## config.mk

```make
export PLATFORM = sky130hd
export DESIGN_NAME = sdram_rw_test_master
export DESIGN_NICKNAME = d
export VERILOG_FILES = /design/src/rtl/sdram_test_pkg.sv /design/src/rtl/sdram_rw_checker.sv /design/src/rtl/sdram_rw_test_master.sv
export SDC_FILE = /design/constraint.sdc
export NUM_CORES = 1
export LEC_CHECK = 0
export CAP_MARGIN = 20
export CORE_ASPECT_RATIO = 0.8
export CORE_UTILIZATION = 40
export DETAILED_ROUTE_END_ITERATION = 16
export HOLD_SLACK_MARGIN = 0.06
export PLACE_DENSITY_LB_ADDON = 0.3
export SLEW_MARGIN = 20
export SYNTH_ARGS = -nofsm -noshare
export SYNTH_HDL_FRONTEND = slang
export SYNTH_SLANG_ARGS = --single-unit
```

## constraint.sdc

```tcl
create_clock -name clk_clk -period 5.21 [get_ports clk_clk]
set_input_delay 1.3025 -clock clk_clk [delete_from_list [all_inputs] [get_ports clk_clk]]
set_output_delay 1.3025 -clock clk_clk [all_outputs]
set_load 0.03 [all_outputs]
```

## src/rtl/sdram_test_pkg.sv

```systemverilog
// Shared types and helpers for the SDRAM read/write test master.
package sdram_test_pkg;

  typedef enum logic [2:0] {
    IDLE,
    WRITE,
    READ,
    DRAIN,
    DONE
  } state_t;

  localparam logic [1:0] BE_ALL = 2'b11;

  // Test pattern: low address half XOR high address half XOR seed, inverted on pass 1.
  function automatic logic [15:0] pat(input logic [15:0] addr_lo,
                                      input logic [15:0] addr_hi,
                                      input logic [15:0] seed,
                                      input logic        pass);
    logic [15:0] p;
    p = addr_lo ^ addr_hi ^ seed;
    return pass ? ~p : p;
  endfunction

endpackage

```

## src/rtl/sdram_rw_checker.sv

```systemverilog
// Registered read-data compare: saturating error count and first-error capture.
module sdram_rw_checker #(
  parameter int unsigned ADDR_W = 24
) (
  input  logic              clk,
  input  logic              reset,
  input  logic              clear,
  input  logic              valid,
  input  logic [15:0]       readdata,
  input  logic [15:0]       expected,
  input  logic [ADDR_W-1:0] address,
  output logic [15:0]       err_count,
  output logic [ADDR_W-1:0] first_err_addr,
  output logic [15:0]       first_err_data
);

  always_ff @(posedge clk) begin
    if (reset || clear) begin
      err_count      <= '0;
      first_err_addr <= '0;
      first_err_data <= '0;
    end else if (valid && (readdata != expected)) begin
      if (err_count != '1) err_count <= err_count + 16'd1;
      // err_count never returns to zero once set, so it doubles as "no error yet".
      if (err_count == '0) begin
        first_err_addr <= address;
        first_err_data <= readdata;
      end
    end
  end

endmodule

```

## src/rtl/sdram_rw_test_master.sv

```systemverilog
// Avalon-MM master that writes a two-pass pattern over a word range and verifies it with pipelined reads.
module sdram_rw_test_master
  import sdram_test_pkg::*;
#(
  parameter int unsigned ADDR_W      = 24,
  parameter int unsigned MAX_PENDING = 7,
  parameter logic [15:0] SEED        = 16'hA5C3
) (
  input  logic              clk_clk,
  input  logic              reset_reset,
  input  logic              start,
  input  logic [ADDR_W-1:0] cfg_base,
  input  logic [ADDR_W-1:0] cfg_words,
  output logic [ADDR_W-1:0] avm_address,
  output logic              avm_read,
  output logic              avm_write,
  output logic [15:0]       avm_writedata,
  output logic [1:0]        avm_byteenable,
  input  logic              avm_waitrequest,
  input  logic [15:0]       avm_readdata,
  input  logic              avm_readdatavalid,
  output logic              busy,
  output logic              done,
  output logic              pass_ok,
  output logic [15:0]       err_count,
  output logic [ADDR_W-1:0] first_err_addr,
  output logic [15:0]       first_err_data
);

  localparam int unsigned       PEND_W   = $clog2(MAX_PENDING + 1);
  localparam logic [PEND_W-1:0] PEND_MAX = PEND_W'(MAX_PENDING);
  localparam logic [PEND_W-1:0] PEND_ONE = PEND_W'(1);
  localparam logic [ADDR_W-1:0] ONE      = ADDR_W'(1);

  state_t            state, state_nx;
  logic [ADDR_W-1:0] base, base_nx, words, words_nx;
  logic [ADDR_W-1:0] wi, wi_nx, ri, ri_nx, rx, rx_nx;
  logic [PEND_W-1:0] pending, pending_nx;
  logic              pass_idx, pass_idx_nx;
  logic              done_r, done_nx;
  logic              clear;

  logic              rsp, rd_req, rd_acc, wr_acc;
  logic [ADDR_W-1:0] wr_addr, rd_addr, rx_addr;
  logic [15:0]       exp_data;

  assign wr_addr  = base + wi;
  assign rd_addr  = base + ri;
  assign rx_addr  = base + rx;
  assign exp_data = pat(rx_addr[15:0], rx_addr[ADDR_W-1:ADDR_W-16], SEED, pass_idx);

  assign rsp    = avm_readdatavalid && ((state == READ) || (state == DRAIN));
  assign rd_req = (state == READ) && (pending < PEND_MAX) && (ri != words);
  assign rd_acc = rd_req && !avm_waitrequest;
  assign wr_acc = (state == WRITE) && !avm_waitrequest;

  assign avm_write      = (state == WRITE);
  assign avm_read       = rd_req;
  assign avm_address    = avm_write ? wr_addr : (rd_req ? rd_addr : '0);
  assign avm_writedata  = avm_write ? pat(wr_addr[15:0], wr_addr[ADDR_W-1:ADDR_W-16], SEED, pass_idx) : '0;
  assign avm_byteenable = BE_ALL;

  assign busy    = (state != IDLE) && (state != DONE);
  assign done    = done_r;
  assign pass_ok = done_r && (err_count == '0);

  always_ff @(posedge clk_clk) begin
    if (reset_reset) begin
      state    <= IDLE;
      base     <= '0;
      words    <= '0;
      wi       <= '0;
      ri       <= '0;
      rx       <= '0;
      pending  <= '0;
      pass_idx <= 1'b0;
      done_r   <= 1'b0;
    end else begin
      state    <= state_nx;
      base     <= base_nx;
      words    <= words_nx;
      wi       <= wi_nx;
      ri       <= ri_nx;
      rx       <= rx_nx;
      pending  <= pending_nx;
      pass_idx <= pass_idx_nx;
      done_r   <= done_nx;
    end
  end

  always_comb begin
    state_nx    = state;
    base_nx     = base;
    words_nx    = words;
    wi_nx       = wi;
    ri_nx       = ri;
    rx_nx       = rx;
    pending_nx  = pending;
    pass_idx_nx = pass_idx;
    done_nx     = done_r;
    clear       = 1'b0;
    unique case (state)
      IDLE, DONE: begin
        if (state == DONE) state_nx = IDLE;
        if (start) begin
          clear       = 1'b1;
          base_nx     = cfg_base;
          words_nx    = cfg_words;
          wi_nx       = '0;
          ri_nx       = '0;
          rx_nx       = '0;
          pending_nx  = '0;
          pass_idx_nx = 1'b0;
          done_nx     = 1'b0;
          state_nx    = (cfg_words == '0) ? DONE : WRITE;
        end
      end
      WRITE: begin
        if (wr_acc) begin
          if (wi + ONE == words) begin
            wi_nx    = '0;
            state_nx = READ;
          end else begin
            wi_nx = wi + ONE;
          end
        end
      end
      READ, DRAIN: begin
        if (rd_acc) ri_nx = ri + ONE;
        if (rsp)    rx_nx = rx + ONE;
        if (rd_acc && !rsp)      pending_nx = pending + PEND_ONE;
        else if (!rd_acc && rsp) pending_nx = pending - PEND_ONE;
        // Completion looks at next-cycle counts so the last response ends the pass without a spare cycle.
        if ((ri_nx == words) && (rx_nx == words)) begin
          if (!pass_idx) begin
            pass_idx_nx = 1'b1;
            ri_nx       = '0;
            rx_nx       = '0;
            state_nx    = WRITE;
          end else begin
            state_nx = DONE;
          end
        end else if (ri_nx == words) begin
          state_nx = DRAIN;
        end
      end
      default: state_nx = IDLE;
    endcase
    if (state_nx == DONE) done_nx = 1'b1;
  end

  sdram_rw_checker #(.ADDR_W(ADDR_W)) u_checker (
    .clk            (clk_clk),
    .reset          (reset_reset),
    .clear          (clear),
    .valid          (rsp),
    .readdata       (avm_readdata),
    .expected       (exp_data),
    .address        (rx_addr),
    .err_count      (err_count),
    .first_err_addr (first_err_addr),
    .first_err_data (first_err_data)
  );

endmodule

```

==> out/metrics.cfg <==
[placement]
place_congestion = 0.958
port-buffer-count = 169
dpl.hpwl_mm = 44.5

[timing]
finalHoldViolCount = 0
fin_crit_ps = 5110
relSlewSlack_pct = 43.3
fmax_ghz = 0.196
tightest_slew_ps = 843
report.final.slew_viol_count = 0
finalCritPeriodShare_pct = 98.2
fin_setup_tns_ps = 0
finClkSkew_ps = 12.8
report.final.setup_viol = 0

[drt]
dr_wl_met2_mm = 22.1
dr_wl_met3_mm = 5.57
route.detailed.drc = 0
met1Wirelength_mm = 26.6
wirelength_mm = 56.1
num_vias = 15402
dr.max_layer_used = met4
ant_nets = 0
dr.pass1.iters = 6
vias_per_cell = 5.98
routedWlPerCell_um = 21.8
drtIter0Drc = 1685

[power_and_ir_drop]
comb_power_share_pct = 19.9
clock_power_share_pct = 38.2
p_leak_nw = 7.41
p_int_mw = 2.44
swShare_pct = 31.1
p_switching_mw = 1.10
ir_worst_vdd_mv = 0.143
p_seq_share_pct = 41.9
p_per_area_mw_per_mm2 = 196

[finish]
post_route_cells_drive_above_1_share_pct = 9.22
fillCellCount = 3471
nets = 2229
final_util_pct = 50.2
diodes = 0
syn_to_final_growth_pct = 23.2

[clock_tree]
cts_tree = yes
hold_buffers = 0
cts_buffers = 17
cts.sinks = 184
clkTransAtPathRegs_ps = 70
cts_max_path_buffers = 2
cts_root_buf = clkbuf_16
clk_latency_ps = 450
htreeDepth = 4

[floorplan]
fp.coreArea_mm2 = 0.0359
initial_utilization_pct = 40.7
die_area_mm2 = 0.0373
rows = 62
io_pins = 172
die_w_um = 216
die_h_um = 173

[grt]
antenna_found_initial = 1
grt_pass1_wl_mm = 84.8
track_usage_pct = 29.4
grt_pass1_vias = 13881
grt_max_degree = 64
gr-total-overflow = 0

[synthesis]
synth_edf_count = 0
seq_area_frac_synth_pct = 25.2
ys_ff_latch = 184
ys_warn_count = 0
avgSynthCellArea_um2 = 7.65
yosys-top-cells-area = dfxtp_1, xnor2_1, nand2_1, ha_1, a21oi_1
synth_area_mm2 = 0.0146
yosys_most_used_dff = dfxtp_1
async_reset_ff_share_pct = 0
ys_types = 84
synth_top_area_cell = dfxtp_1
syn_inst = 1912
synth_top_area_share_pct = 25.2

[setup_path]
path_cells = ha_1 -> fa_2 -> a21oi_2 -> nor2_1 -> o31a_1 -> a211oi_2 -> o41a_1 -> o21ai_2 -> a2111oi_2 -> or3_1 -> o21ai_0 -> xnor2_1 -> o22ai_2 -> buf_12
crit_arrival_ps = 3810
critical_path_class = register to output port
critPathMaxStageDelay_ps = 410
start_kind = register
cp_slowest_cell = a2111oi_2
end_kind = output port
cp.required_ps = 3910
path_buf_inv = 1
critPathTopFamily = compound AO/OA/AOI/OAI gates
path_max_fanout = 4

[run_status]
outcome = completed

[flow_run]
drv_cap = 0

[worst_hold_path]
hold_class = register to register

-- flip-flops by register name (all words and copies together), names as in the netlist, 3 cells and up --
name,cells
u_checker.err_count,16
rx,24
pending,3
ri,24
words,24
wi,24
u_checker.first_err_data,16
state,3
base,24
u_checker.first_err_addr,24
-- power by group through the flow --
stage / combinational [mW] / sequential (mW) / clock (mW)
floorplan: 0.409 / 1.48 / 0
global placement: 0.678 / 1.51 / 0
detailed placement: 0.683 / 1.51 / 0
CTS: 0.687 / 1.48 / 1.36
global route: 0.748 / 1.48 / 1.42
finish: 0.704 / 1.48 / 1.35
-- area by class of cell --
cell class,instances,area (µm²),share of cell area (%)
flip-flops and latches,184,3690,20.5
repair buffers,265,2500,13.9
clock inverters,11,111,0.618
well taps,480,601,3.33
multi-input cells,1577,10500,58.3
inverters,36,135,0.750
clock buffers,21,480,2.67
-- path summary, 6_finish.rpt --
path	cells after the start	slack (ps)	to	startpoint
setup / recovery	14	100	avm_address[22]	base[0]$_SDFFE_PP0P_
hold / removal	1	460	pending[2]$_SDFFE_PP0P_	pending[2]$_SDFFE_PP0P_
setup reg to reg	14	210	u_checker.first_err_addr[17]$_SDFFE_PP0P_	rx[0]$_SDFFE_PP0P_
hold reg to reg	1	460	pending[2]$_SDFFE_PP0P_	pending[2]$_SDFFE_PP0P_
-- layout by cell type (no fill, tap or decap), types with 78 or more instances in the layout --
cell,count
nor2_1,90
nand3_1,88
xnor2_1,132
o21ai_0,93
dfxtp_1,181
a21oi_1,142
clkdlybuf4s50_1,146
xor2_1,78
nand2_1,312
buf_4,94
-- layer usage --
| layer | global-route usage, % | vias up |
|---|---|---|
| li1 | - | 7219 |
| met3 | 5.82 | 83 |
| met4 | 9.63 | 0 |
| met1 | 45.1 | 7300 |
| met5 | 0 | - |
| met2 | 40.0 | 800 |
-- synthesized netlist by cell type, drive strengths merged, types with 7 or more instances --
library cell / instances
o21a: 9
mux2i: 74
a211oi: 26
o31ai: 21
xnor2: 138
o211ai: 14
nor2: 92
o21ai: 99
nor2b: 12
a31oi: 12
or4: 11
xnor3: 8
or3: 29
ha: 75
a21oi: 148
and3: 34
buf: 20
a21o: 23
nand2b: 21
and4: 17
inv: 35
clkbuf: 96
nand3: 88
nand2: 312
nor3: 42
xor2: 78
a22oi: 7
nor4: 30
or2: 8
dfxtp: 184
nand4: 35
and2: 12
-- worst reg2reg max path, delay by kind of cell, from the launching register on --
kind | cells | cell delay [ps]
adders and majority gates | 2 | 740
AOI/OAI and AO/OA | 5 | 1550
muxes | 1 | 280
DFF | 1 | 390
buffers and inverters | 1 | 220
xor gates and xnor gates | 2 | 520
and+or+nand+nor | 3 | 1230
-- stage by stage --
step                      cells  hold slack (ps)  area, µm²  power (mW)  setup slack (ps)
after floorplan            1913              423      14600        1.89               396
after global placement     2539              439      17300        2.19               189
after detailed placement   2539              450      17300        2.19               143
after CTS                  2571              461      17900        3.52             0.880
after global routing       2574              471      18000        3.65             -23.8
final                      2574              461      18000        3.53              96.3
-- repair_timing --
action | in CTS | in global routing
pin swaps | 3 | 16
resized for setup | 18 | 38
endpoints found under the setup margin | 18 | 24
buffers inserted | 0 | 3
-- kinds of logic after synthesis --
group	Yosys count	share of synthesized area, %
buffers and inverters	152	4.13
AND/OR/NAND/NOR	758	25.2
XOR/XNOR	224	14.2
flip-flops	184	25.2
multiplexers	76	5.22
AO/OA/AOI/OAI	438	19.1
adder cells (fa/ha/maj)	79	6.96
other	1	0.0256
No activity file was read; power rests on OpenSTA's default activity.
